[src/rtl/mc_control_if.sv]
// Bus bundle for mc_control: instruction handshake, datapath control and memory handshake.
// The slave modport is the controller's view; master is the instruction source / datapath side.
interface mc_control_if #(
  parameter int CNT_W = 16
);
  logic             inst_valid;
  logic             inst_ready;
  logic [31:0]      inst;
  logic [4:0]       rs;
  logic [4:0]       rt;
  logic [4:0]       wa;
  logic [15:0]      imm;
  logic             alu_en;
  logic [1:0]       alu_op;
  logic             alu_src;
  logic             mem_req;
  logic             mem_we;
  logic             mem_ack;
  logic             reg_we;
  logic             wb_sel;
  logic             illegal;
  logic [CNT_W-1:0] retired;

  modport master (
    output inst_valid, inst, mem_ack,
    input  inst_ready, rs, rt, wa, imm, alu_en, alu_op, alu_src,
           mem_req, mem_we, reg_we, wb_sel, illegal, retired
  );

  modport slave (
    input  inst_valid, inst, mem_ack,
    output inst_ready, rs, rt, wa, imm, alu_en, alu_op, alu_src,
           mem_req, mem_we, reg_we, wb_sel, illegal, retired
  );
endinterface

[src/rtl/mc_control.sv]
// Multi-cycle control sequencer: ADD/SUB/SLT/LW/SW through DECODE/EXEC/MEM/WB phases.
// Optional MC_ILLEGAL_TRAP_EN: unsupported instructions halt until reset instead of retiring as NOPs.
//
// state  | meaning
// IDLE   | inst_ready high, waiting for an instruction
// DECODE | classify the latched instruction
// EXEC   | alu_en strobe, operand select and ALU op driven
// MEM    | mem_req held until mem_ack (LW/SW only)
// WB     | reg_we strobe for one cycle, then retire
// HALT   | unsupported instruction trapped, only rst leaves (trap build only)
module mc_control #(
  parameter int CNT_W = 16
) (
  input logic        clk,
  input logic        rst,
  mc_control_if.slave bus
);

  typedef enum logic [2:0] {
    ST_IDLE,
    ST_DECODE,
    ST_EXEC,
    ST_MEM,
    ST_WB
`ifdef MC_ILLEGAL_TRAP_EN
    , ST_HALT
`endif
  } state_t;

  typedef enum logic [2:0] {
    K_ADD,
    K_SUB,
    K_SLT,
    K_LW,
    K_SW,
    K_BAD
  } kind_t;

  localparam logic [5:0] OPC_RTYPE = 6'b000000;
  localparam logic [5:0] OPC_LW    = 6'b100011;
  localparam logic [5:0] OPC_SW    = 6'b101011;
  localparam logic [5:0] FN_ADD    = 6'b100000;
  localparam logic [5:0] FN_SUB    = 6'b100010;
  localparam logic [5:0] FN_SLT    = 6'b101010;

  state_t           state_q, state_d;
  kind_t            kind;
  logic [5:0]       opc_q, funct_q;
  logic [4:0]       rs_q, rt_q, wa_q;
  logic [15:0]      imm_q;
  logic             alu_en_q, alu_en_d;
  logic [1:0]       alu_op_q, alu_op_d;
  logic             alu_src_q, alu_src_d;
  logic             mem_req_q, mem_req_d;
  logic             mem_we_q, mem_we_d;
  logic             reg_we_q, reg_we_d;
  logic             wb_sel_q, wb_sel_d;
  logic [CNT_W-1:0] retired_q;
  logic             accept;
  logic             retire;
  logic             is_mem_op;

  assign bus.inst_ready = (state_q == ST_IDLE) & ~rst;
  assign accept         = bus.inst_valid & bus.inst_ready;

  // Classification is purely a function of the latched opcode/funct, so it is stable for the whole instruction.
  always_comb begin
    kind = K_BAD;
    case (opc_q)
      OPC_RTYPE: begin
        case (funct_q)
          FN_ADD:  kind = K_ADD;
          FN_SUB:  kind = K_SUB;
          FN_SLT:  kind = K_SLT;
          default: kind = K_BAD;
        endcase
      end
      OPC_LW:  kind = K_LW;
      OPC_SW:  kind = K_SW;
      default: kind = K_BAD;
    endcase
  end

  assign is_mem_op = (kind == K_LW) | (kind == K_SW);

  always_comb begin
    state_d = state_q;
    retire  = 1'b0;
    case (state_q)
      ST_IDLE: begin
        if (accept) state_d = ST_DECODE;
      end
      ST_DECODE: begin
        if (kind == K_BAD) begin
`ifdef MC_ILLEGAL_TRAP_EN
          state_d = ST_HALT;
`else
          state_d = ST_IDLE;
          retire  = 1'b1;
`endif
        end else begin
          state_d = ST_EXEC;
        end
      end
      ST_EXEC: begin
        state_d = is_mem_op ? ST_MEM : ST_WB;
      end
      ST_MEM: begin
        if (bus.mem_ack) begin
          if (kind == K_LW) begin
            state_d = ST_WB;
          end else begin
            state_d = ST_IDLE;
            retire  = 1'b1;
          end
        end
      end
      ST_WB: begin
        state_d = ST_IDLE;
        retire  = 1'b1;
      end
`ifdef MC_ILLEGAL_TRAP_EN
      ST_HALT: begin
        state_d = ST_HALT;
      end
`endif
      default: begin
        state_d = ST_IDLE;
      end
    endcase
  end

  // Outputs are decoded from the next state and registered, so each strobe lines up with its state.
  always_comb begin
    alu_en_d  = (state_d == ST_EXEC);
    alu_op_d  = 2'b00;
    alu_src_d = 1'b0;
    mem_req_d = (state_d == ST_MEM);
    mem_we_d  = 1'b0;
    reg_we_d  = (state_d == ST_WB);
    wb_sel_d  = 1'b0;
    if (alu_en_d) begin
      alu_src_d = is_mem_op;
      case (kind)
        K_SUB:   alu_op_d = 2'b01;
        K_SLT:   alu_op_d = 2'b10;
        default: alu_op_d = 2'b00;
      endcase
    end
    if (mem_req_d) mem_we_d = (kind == K_SW);
    if (reg_we_d)  wb_sel_d = (kind == K_LW);
  end

  always_ff @(posedge clk) begin
    if (rst) begin
      state_q   <= ST_IDLE;
      opc_q     <= '0;
      funct_q   <= '0;
      rs_q      <= '0;
      rt_q      <= '0;
      wa_q      <= '0;
      imm_q     <= '0;
      alu_en_q  <= 1'b0;
      alu_op_q  <= 2'b00;
      alu_src_q <= 1'b0;
      mem_req_q <= 1'b0;
      mem_we_q  <= 1'b0;
      reg_we_q  <= 1'b0;
      wb_sel_q  <= 1'b0;
      retired_q <= '0;
    end else begin
      state_q   <= state_d;
      alu_en_q  <= alu_en_d;
      alu_op_q  <= alu_op_d;
      alu_src_q <= alu_src_d;
      mem_req_q <= mem_req_d;
      mem_we_q  <= mem_we_d;
      reg_we_q  <= reg_we_d;
      wb_sel_q  <= wb_sel_d;
      if (retire) retired_q <= retired_q + CNT_W'(1);
      if (accept) begin
        opc_q   <= bus.inst[31:26];
        funct_q <= bus.inst[5:0];
        rs_q    <= bus.inst[25:21];
        rt_q    <= bus.inst[20:16];
        imm_q   <= bus.inst[15:0];
        wa_q    <= (bus.inst[31:26] == OPC_RTYPE) ? bus.inst[15:11] : bus.inst[20:16];
      end
    end
  end

`ifdef MC_ILLEGAL_TRAP_EN
  logic illegal_q;

  always_ff @(posedge clk) begin
    if (rst) illegal_q <= 1'b0;
    else     illegal_q <= (state_d == ST_HALT);
  end

  assign bus.illegal = illegal_q;
`else
  assign bus.illegal = 1'b0;
`endif

  assign bus.rs      = rs_q;
  assign bus.rt      = rt_q;
  assign bus.wa      = wa_q;
  assign bus.imm     = imm_q;
  assign bus.alu_en  = alu_en_q;
  assign bus.alu_op  = alu_op_q;
  assign bus.alu_src = alu_src_q;
  assign bus.mem_req = mem_req_q;
  assign bus.mem_we  = mem_we_q;
  assign bus.reg_we  = reg_we_q;
  assign bus.wb_sel  = wb_sel_q;
  assign bus.retired = retired_q;

endmodule

[src/flat_wrapper.sv]
// flat-port wrapper written by rule: the top's interface ports become plain ports
module mc_control_flat 
#(
  parameter int CNT_W = 16
)
  (clk, rst, bus_inst_valid, bus_inst, bus_mem_ack, bus_inst_ready, bus_rs, bus_rt, bus_wa, bus_imm, bus_alu_en, bus_alu_op, bus_alu_src, bus_mem_req, bus_mem_we, bus_reg_we, bus_wb_sel, bus_illegal, bus_retired);
  mc_control_if #(.CNT_W(CNT_W)) bus_i ();
  input logic clk;
  input logic rst;
  input wire logic [$bits(bus_i.inst_valid)-1:0] bus_inst_valid;
  input wire logic [$bits(bus_i.inst)-1:0] bus_inst;
  input wire logic [$bits(bus_i.mem_ack)-1:0] bus_mem_ack;
  output wire logic [$bits(bus_i.inst_ready)-1:0] bus_inst_ready;
  output wire logic [$bits(bus_i.rs)-1:0] bus_rs;
  output wire logic [$bits(bus_i.rt)-1:0] bus_rt;
  output wire logic [$bits(bus_i.wa)-1:0] bus_wa;
  output wire logic [$bits(bus_i.imm)-1:0] bus_imm;
  output wire logic [$bits(bus_i.alu_en)-1:0] bus_alu_en;
  output wire logic [$bits(bus_i.alu_op)-1:0] bus_alu_op;
  output wire logic [$bits(bus_i.alu_src)-1:0] bus_alu_src;
  output wire logic [$bits(bus_i.mem_req)-1:0] bus_mem_req;
  output wire logic [$bits(bus_i.mem_we)-1:0] bus_mem_we;
  output wire logic [$bits(bus_i.reg_we)-1:0] bus_reg_we;
  output wire logic [$bits(bus_i.wb_sel)-1:0] bus_wb_sel;
  output wire logic [$bits(bus_i.illegal)-1:0] bus_illegal;
  output wire logic [$bits(bus_i.retired)-1:0] bus_retired;
  assign bus_i.inst_valid = bus_inst_valid;
  assign bus_i.inst = bus_inst;
  assign bus_i.mem_ack = bus_mem_ack;
  assign bus_inst_ready = bus_i.inst_ready;
  assign bus_rs = bus_i.rs;
  assign bus_rt = bus_i.rt;
  assign bus_wa = bus_i.wa;
  assign bus_imm = bus_i.imm;
  assign bus_alu_en = bus_i.alu_en;
  assign bus_alu_op = bus_i.alu_op;
  assign bus_alu_src = bus_i.alu_src;
  assign bus_mem_req = bus_i.mem_req;
  assign bus_mem_we = bus_i.mem_we;
  assign bus_reg_we = bus_i.reg_we;
  assign bus_wb_sel = bus_i.wb_sel;
  assign bus_illegal = bus_i.illegal;
  assign bus_retired = bus_i.retired;
  mc_control #(.CNT_W(CNT_W)) u_core (.clk(clk), .rst(rst), .bus(bus_i));
endmodule
[config.mk]
export PLATFORM = sky130hd
export DESIGN_NAME = mc_control_flat
export DESIGN_NICKNAME = d
export VERILOG_FILES = /design/src/rtl/mc_control_if.sv /design/src/rtl/mc_control.sv /design/src/flat_wrapper.sv
export SDC_FILE = /design/constraint.sdc
export NUM_CORES = 1
export LEC_CHECK = 0
export CAP_MARGIN = 25
export CORE_ASPECT_RATIO = 0.75
export CORE_MARGIN = 1.5
export CORE_UTILIZATION = 35
export DETAILED_ROUTE_END_ITERATION = 8
export PLACE_DENSITY = 0.72
export SLEW_MARGIN = 20
export SYNTH_ARGS = -nofsm -noshare
export SYNTH_HDL_FRONTEND = slang
export SYNTH_SLANG_ARGS = --single-unit
[constraint.sdc]
create_clock -name clk -period 2.15 [get_ports clk]
set_input_delay 0.215 -clock clk [delete_from_list [all_inputs] [get_ports clk]]
set_output_delay 0.215 -clock clk [all_outputs]
set_load 0.01 [all_outputs]
# Yosys cells after proc, flatten, opt, wreduce, memory -nomap -nowiden
# Cells that the tools add are included.
# Widths: inputs -> output; s select.
[word_totals]
input_bits = 36
output_inout_bits = 57
elab_cells = 60
register_bits = 70
[classes]
bitwise = 7
addsub = 1
n_eq_ne = 17
n_reduce_logical = 6
mux = 14
[ops]
columns = ["operator", "count"]
rows = [
  ["$eq 6x6->1 const B", 5],
  ["$eq 3x2->1 const B", 6],
  ["$pmux 3 s3", 2],
  ["$add 16x1->16 const B", 1],
  ["$eq 3x3->1 const B", 4],
  ["$logic_not 6->1", 2],
  ["$mux 3", 4],
  ["$pmux 3 s4", 1],
  ["$eq 3x1->1 const B", 2],
  ["$reduce_or 2->1", 3],
  ["$mux 5", 1],
  ["$not 1->1", 4],
  ["$pmux 2 s2", 1],
  ["$logic_not 3->1", 1],
  ["$mux 1", 3],
  ["$pmux 1 s3", 1],
  ["$and 1x1->1", 2],
  ["$mux 2", 1],
  ["$or 1x1->1", 1],
]

# Longest topological paths before layout
# Gate-level depths: netlist of run 1.
[depth]
ltp_word = 10
depth_mapped = 6
mapped_depth_nobuf = 6

# Worst setup path after synthesis of run 1
# OpenSTA, ideal clock, no wires.
[synth_timing]
kind = "register to register"
start = "reg u_core.opc_q[1]"
end = "reg u_core.retired_q[4] (netlist: u_core.bus.retired[4])"
path_buffers = 1
required_ps = 2029
setup_time_ps = 121
stages_incl_launch_ff = 7
synth_period_minus_slack_ps = 1797
path_slack_ps = 353
arrival_time_ps = 1676
cell_sequence = "dfxtp_1 > nand3_2 > or4_4 > a32oi_4 > buf_12 > a21oi_2 > mux2_4"
[synth_between]
elab_chain_len = 6
elab_cells_between_ends = 10
cone_classes = "eq/ne: 4; mux: 5; reduce/logical: 1"
[synth_rtl]
columns = ["element", "line", "text"]
rows = [
  ["start: declaration", "mc_control.sv:48", "logic [5:0] opc_q, funct_q;"],
  ["start signal: assignment", "mc_control.sv:182", "opc_q <= bus.inst[31:26];"],
  ["$eq 6x6->1 / $logic_not 6->1 (equally long branches)", "mc_control.sv:69", "case (opc_q)"],
  ["$pmux 3 s3 *", "mc_control.sv:69", ""],
  ["$eq 3x2->1", "mc_control.sv:110", "if (kind == K_LW) begin"],
  ["$mux 1", "mc_control.sv:110", ""],
  ["$mux 1", "mc_control.sv:109", "if (bus.mem_ack) begin"],
  ["$pmux 1 s3 *", "mc_control.sv:89", "case (state_q)"],
  ["end signal: assignment", "mc_control.sv:180", "if (retire) retired_q <= retired_q + CNT_W'(1);"],
  ["end: declaration", "mc_control.sv:58", "logic [CNT_W-1:0] retired_q;"],
]
# Mark *: on every way between the ends. The rest lies on a longest branch, timed or not.
# A chain may end at the register's enable or synchronous reset.

==> metrics.md, run 1 <==
| Metric | Value |
|---|---|
| Clock slew at the register clock pins of the worst setup and hold paths | `0.07 ns` |
| Horizontal extent of the die | `106 um` |
| Final worst path period share | `93.7%` |
| Via count | `2,611` |
| Remaining global-route overflow | `0` |
| Nature of the critical path endpoint | `flop` |
| Antenna diode count | `0` |
| PD cells | `664 mW/mm^2` |
| Core region area | `0.00785 mm^2` |
| Most common library cell in the layout ignoring fill and taps | `sky130_fd_sc_hd__clkdlybuf4s50_1` |
| Number of nets in the finished design | `457` |
| Wire length of the first global-routing pass | `11,600 um` |
| Status | `complete, no violations` |
| Unrepaired setup endpoints after global routing | `no` |
| Maximum clock rate | `497 MHz` |
| Hold Crit Start | `bus_inst[24]` |
| Num ports | `93` |
| Synth Cell Area | `0.00281 mm^2` |
| Worst-case vdd ir drop | `0.000436 V` |
| Antenna violation net count after detailed routing | `0` |
| Max-cap check violation count | `0` |
| Count of final hold-check violations | `0` |
| Clock Latency Late Sink | `0.35 ns` |
| Post-route minimum period | `2.01 ns` |
| RR Startpoint | `u_core.bus.imm[3]$_SDFFE_PP0P_` |
| Library cell used as clock root buffer | `sky130_fd_sc_hd__clkbuf_8` |
| Leading cell types in the layout, fill and taps excluded | `sky130_fd_sc_hd__clkdlybuf4s50_1 (90), sky130_fd_sc_hd__nand2_1 (72), sky130_fd_sc_hd__dfxtp_1 (64), sky130_fd_sc_hd__a21oi_1 (34), sky130_fd_sc_hd__nor2_1 (29)` |
| Post-cts hold buffer count | `0` |
| Antenna violations before repair | `0` |
| Post-layout utilization of the core | `51.9%` |
| Overall power after layout | `2.71 mW` |
| Seq/Total Area, Yosys | `45.6%` |
| Placed wire-length estimate after detailed placement | `5110 um` |
| Setup crit start kind | `flop` |
| First-pass iteration count of the detailed router | `4` |
| Number of max-slew violations in the final report | `0` |
| Pin count of the biggest net entering global routing | `76` |
| Class of the most critical hold timing path | `in2reg` |
| Layout area overhead | `45.0%` |
| Number of rows in the core area | `28` |
| Pleak | `1.47 nW` |
| Final routed wire length divided by cell count | `13.9 um` |
| Count of input and output buffers | `91` |
| Clock tree from TritonCTS | `done` |
| Final setup fails | `0` |
| Number of global-route vias before repair | `2,452` |
| Fraction of registers with async set/reset | `0%` |
| Critical Path Source | `u_core.bus.imm[3]$_SDFFE_PP0P_` |
| Required time worst endpoint | `2.39 ns` |
| Number of warnings issued by yosys | `0` |
| Distinct cells, synth | `40` |
| WL final | `7360 um` |
| Fraction of final layout cells with drive strength greater than 1 | `13.7%` |
| Detailed-route DRC error count | `0` |
| Clock Path Buffers | `2` |
| Synth Register Bits | `64` |
| Number of sinks handled by clock tree synthesis | `64` |
| All-layer global routing usage | `17.3%` |
| Vias per std cell | `4.94` |
| Overall die area | `0.00858 mm^2` |
| Synth Flop Type | `sky130_fd_sc_hd__dfxtp_1` |
| Arr. time, crit path | `2.25 ns` |
| Number of instances in the synthesized netlist | `327` |
| Kind of critical path | `reg2reg` |
| Effective utilization at floorplan | `35.8%` |
| Drt first-iter violations | `99` |
| Worst setup skew after layout | `0.0105 ns` |
| Maximum fanout count along the critical path | `7` |
| Number of flops mapped to enable cells by yosys | `0` |
| Final-layout setup total negative slack | `0 ns` |
| Die span in y | `80.6 um` |
| Last weighted congestion value of the routability-driven placer | `0.790` |
| Net count of the mapped netlist | `364` |
| Inserted Clock Buffers | `9` |
| Worst slew margin | `49.7%` |
| Measured slew at the worst slew-check pin | `0.754 ns` |
| Clock H-tree levels | `3` |
| Mean area per synthesized cell | `8.59 um^2` |
## cells in the mapped netlist (2+ instances only)
cell	count	share of area, %
sky130_fd_sc_hd__nor4_1	7	1.6
sky130_fd_sc_hd__a21oi_2	8	2.5
sky130_fd_sc_hd__buf_1	2	0.27
sky130_fd_sc_hd__mux2_4	8	4.3
sky130_fd_sc_hd__o21ai_0	3	0.53
sky130_fd_sc_hd__mux2i_1	5	1.8
sky130_fd_sc_hd__a211oi_1	9	2.4
sky130_fd_sc_hd__clkbuf_1	10	1.3
sky130_fd_sc_hd__nand2b_1	3	0.67
sky130_fd_sc_hd__nor3_1	8	1.4
sky130_fd_sc_hd__buf_2	5	0.89
sky130_fd_sc_hd__and2_1	3	0.67
sky130_fd_sc_hd__nor2b_1	15	3.3
sky130_fd_sc_hd__nand4_1	5	1.1
sky130_fd_sc_hd__o211ai_1	2	0.53
sky130_fd_sc_hd__nand3_1	9	1.6
sky130_fd_sc_hd__nor2_1	29	3.9
sky130_fd_sc_hd__nand2_1	72	9.6
sky130_fd_sc_hd__dfxtp_1	64	46
sky130_fd_sc_hd__mux2_2	6	2.4
sky130_fd_sc_hd__a21oi_1	34	6.1
sky130_fd_sc_hd__and3_1	2	0.45
## sequential cells by signal, summed over array words and instances (netlist names)
name                cells
u_core.bus.imm         16
u_core.bus.retired     16
u_core.opc_q            6
u_core.bus.rs           5
u_core.bus.rt           5
u_core.bus.wa           5
u_core.state_q          3
u_core.bus.alu_op       2
u_core.bus.alu_en       1
u_core.bus.alu_src      1
u_core.bus.mem_req      1
u_core.bus.mem_we       1
u_core.bus.reg_we       1
u_core.bus.wb_sel       1
## per-stage QoR
stage	cell area, um^2	setup slack, ns	hold slack [ns]	std cells
finish	4080	0.136	0.415	529
global route	4080	0.0254	0.424	529
CTS	4050	0.140	0.409	528
detailed placement	3830	0.172	0.447	513
global placement	3830	0.217	0.441	513
floorplan	2810	0.353	0.351	327
## path summary, 6_finish.rpt
path,end,slack [ns],cells after the start
setup / recovery,u_core.bus.retired[15]$_SDFFE_PP0P_,0.14,6
hold / removal,u_core.bus.rs[3]$_SDFFE_PP0P_,0.42,3
setup reg to reg,u_core.bus.retired[15]$_SDFFE_PP0P_,0.14,6
hold reg to reg,u_core.bus.rs[4]$_SDFFE_PP0P_,0.45,2
## layout make-up
| type | count | area, um^2 |
|---|---|---|
| multi-input combinational | 242 | 1440 |
| clock buffer | 12 | 155 |
| fill | 750 | 3770 |
| timing repair buffer | 102 | 1000 |
| clock inverter | 3 | 65.1 |
| sequential | 64 | 1280 |
| tap | 105 | 131 |
| inverter | 1 | 3.75 |
## report_power, final
group          switching [mW]  internal (mW)  total, mW
logic                   0.140          0.161      0.301
clock network           0.450          0.708       1.16
registers              0.0266           1.22       1.25
## worst max-delay path, stage by stage (launching register included)
cell,delay (ns)
sky130_fd_sc_hd__dfxtp_1,0.41
sky130_fd_sc_hd__inv_1,0.09
sky130_fd_sc_hd__o211ai_1,0.37
sky130_fd_sc_hd__o211ai_4,0.18
sky130_fd_sc_hd__buf_4,0.21
sky130_fd_sc_hd__a211oi_1,0.28
sky130_fd_sc_hd__mux2_2,0.37
## layer usage
layer  up-vias  GRT usage [%]  wire length [um]
met5         -              0                 0
met4         0           7.07               142
met3        16           7.95               619
met2        68           26.7              3230
met1      1220           21.0              3370
li1       1307              -                 -
## what timing repair did
item,4_1_cts,5_1_grt
setup endpoints to repair,1,2
buffers inserted,0,1
resized for setup,1,3
gates cloned,0,0
pin swaps,0,1
endpoints found under the hold margin,0,0
## logic make-up after synthesis
kind of cell / Yosys count / synth area share [%]
and+or+nand+nor: 157 / 25.8
AOI/OAI and AO/OA: 64 / 15.5
DFF: 64 / 45.6
buffers and inverters: 21 / 4.01
muxes: 19 / 8.46
adders and majority gates: 1 / 0.445
other: 1 / 0.133
Note: power is estimated with default switching activity, not from simulation.
==> inputs of run 2 (changes only) <==
==> constraint.sdc (replaced) <==
create_clock -name clk -period 2.6 [get_ports clk]
set_input_delay 0.26 -clock clk [delete_from_list [all_inputs] [get_ports clk]]
set_output_delay 0.26 -clock clk [all_outputs]
set_load 0.01 [all_outputs]
==> run 2 against run 1 <==
  * Sequential cell count did not move
  * Count of clock-buffer cells in the layout is 1 lower
  * Largest cell class unchanged
  * Worst hold slack improved by 0.039 ns
==> metrics.md, run 2 (synthesis gave the netlist of run 1 again) <==
| Metric | Value |
|---|---|
| Status | `complete, no violations` |
| Clock slew at the register clock pins of the worst setup and hold paths | `0.08 ns` |
| Count of input and output buffers | `91` |
| Detailed-route DRC error count | `0` |
| Clock H-tree levels | `3` |
| Clock Path Buffers | `2` |
| Final Cell Area | `0.00400 mm^2` |
| Measured slew at the worst slew-check pin | `0.760 ns` |
| Area of all sequential standard cells | `0.00128 mm^2` |
| Clock tree from TritonCTS | `done` |
| Cell type of the slowest stage on the worst timing path | `sky130_fd_sc_hd__clkdlybuf4s50_1` |
| Cell chain of the critical path | `nor4_1 -> clkdlybuf4s50_1` |
| Setup crit start kind | `flop` |
| Number of nets in the finished design | `451` |
| Final-layout setup total negative slack | `0 ns` |
| Final worst path period share | `84.0%` |
| All-layer global routing usage | `17.1%` |
| Max-cap check violation count | `0` |
| Clock Latency Late Sink | `0.35 ns` |
| PD cells | `539 mW/mm^2` |
| Remaining global-route overflow | `0` |
| Min setup slack post-route | `0.416 ns` |
| Horizontal extent of the die | `106 um` |
| Layout area overhead | `42.2%` |
| Wire length of the first global-routing pass | `11,400 um` |
| WL final | `6960 um` |
| Number of max-slew violations in the final report | `0` |
| Leading cell types in the layout, fill and taps excluded | `sky130_fd_sc_hd__clkdlybuf4s50_1 (90), sky130_fd_sc_hd__nand2_1 (72), sky130_fd_sc_hd__dfxtp_1 (64), sky130_fd_sc_hd__a21oi_1 (34), sky130_fd_sc_hd__nor2_1 (29)` |
| Critical Path Source | `u_core.state_q[0]$_SDFF_PP0_` |
| Last weighted congestion value of the routability-driven placer | `0.835` |
| Num ports | `93` |
| Cell area after placement | `0.00379 mm^2` |
| Maximum fanout count along the critical path | `8` |
| Count of final hold-check violations | `0` |
| Antenna violation net count after detailed routing | `0` |
| Setup repair bufs after CTS | `0` |
| Most common library cell in the layout ignoring fill and taps | `sky130_fd_sc_hd__clkdlybuf4s50_1` |
| Required time worst endpoint | `2.34 ns` |
| Worst-case setup slack after placement | `0.370 ns` |
| Number of rows in the core area | `28` |
| Inserted Clock Buffers | `9` |
| Drt first-iter violations | `72` |
| Number of sinks handled by clock tree synthesis | `64` |
| Vias per std cell | `4.89` |
| Worst slew margin | `49.4%` |
| Fill cell count | `757` |
| RR Startpoint | `u_core.opc_q[1]$_SDFFE_PP0P_` |
| Library cell used as clock root buffer | `sky130_fd_sc_hd__clkbuf_8` |
| Placed wire-length estimate after detailed placement | `4850 um` |
| Combined area of the multi-input logic cells | `0.00142 mm^2` |
| Number of global-route vias before repair | `2,389` |
| Via count | `2,560` |
| Final setup fails | `0` |
| Hold Crit Start | `u_core.bus.rs[3]$_SDFFE_PP0P_` |
| Class of the most critical hold timing path | `reg2reg` |
| Core region area | `0.00785 mm^2` |
| Post-cts sizing count | `0` |
| Unrepaired setup endpoints after global routing | `no` |
| Worst setup skew after layout | `0.00978 ns` |
| Post-route minimum period | `2.18 ns` |
| Number of cells after detailed placement | `508` |
| Fraction of final layout cells with drive strength greater than 1 | `12.4%` |
| Pleak | `1.41 nW` |
| Worst-case vdd ir drop | `0.000257 V` |
| Kind of critical path | `reg2out` |
| Die span in y | `80.6 um` |
| Pin count of the biggest net entering global routing | `76` |
| Maximum clock rate | `458 MHz` |
| Arr. time, crit path | `1.92 ns` |
| CP max stage delay | `0.64 ns` |
| Effective utilization at floorplan | `35.8%` |
| Nature of the critical path endpoint | `primary output` |
| Antenna violations before repair | `0` |
| Post-cts hold buffer count | `0` |
| Final routed wire length divided by cell count | `13.3 um` |
| First-pass iteration count of the detailed router | `4` |
| Antenna diode count | `0` |
| Count of non-filler cells in the finished layout | `524` |
| Overall die area | `0.00858 mm^2` |
==> run 2: final timing paths <==
path / end / slack (ns) / cells past startpoint
max: bus_inst_ready / 0.42 / 2
min: u_core.bus.rs[3]$_SDFFE_PP0P_ / 0.45 / 2
max reg2reg: u_core.bus.retired[14]$_SDFFE_PP0P_ / 0.42 / 5
min reg2reg: u_core.bus.rs[3]$_SDFFE_PP0P_ / 0.45 / 2
==> run 2: power breakdown <==
group | leakage [nW] | internal (mW) | switching [mW] | total [mW]
logic | 0.790 | 0.126 | 0.111 | 0.237
registers | 0.520 | 1.01 | 0.0219 | 1.03
clock network | 0.101 | 0.491 | 0.391 | 0.882
==> run 2: layout make-up <==
cell class                 instances  area share (%)
multi-input combinational        242            35.5
sequential                        64            32.1
timing repair buffer              96            23.9
clock buffer                      11            3.79
tap                              105            3.29
clock inverter                     5            1.38
inverter                           1          0.0940
==> run 2: routing by layer <==
layer  track usage (%)  share of wire, %
met1              21.8                47
met2              25.1                44
met3              8.36               7.5
met4              6.00               1.7
met5                 0                 0
==> run 2: through the flow <==
step                util [%]  power (mW)  hold WS (ns)
floorplan                  -        1.16         0.396
global route            50.9        2.24         0.451
CTS                     50.9        2.18         0.436
global placement        48.3        1.29         0.442
detailed placement      48.3        1.29         0.449
finish                  50.9        2.15         0.454
==> run 2: worst max-delay path, delay by kind of cell, from the launching register on <==
kind	cells	cell delay, ns
buf+inv	1	0.64
flops	1	0.38
simple gates	1	0.56
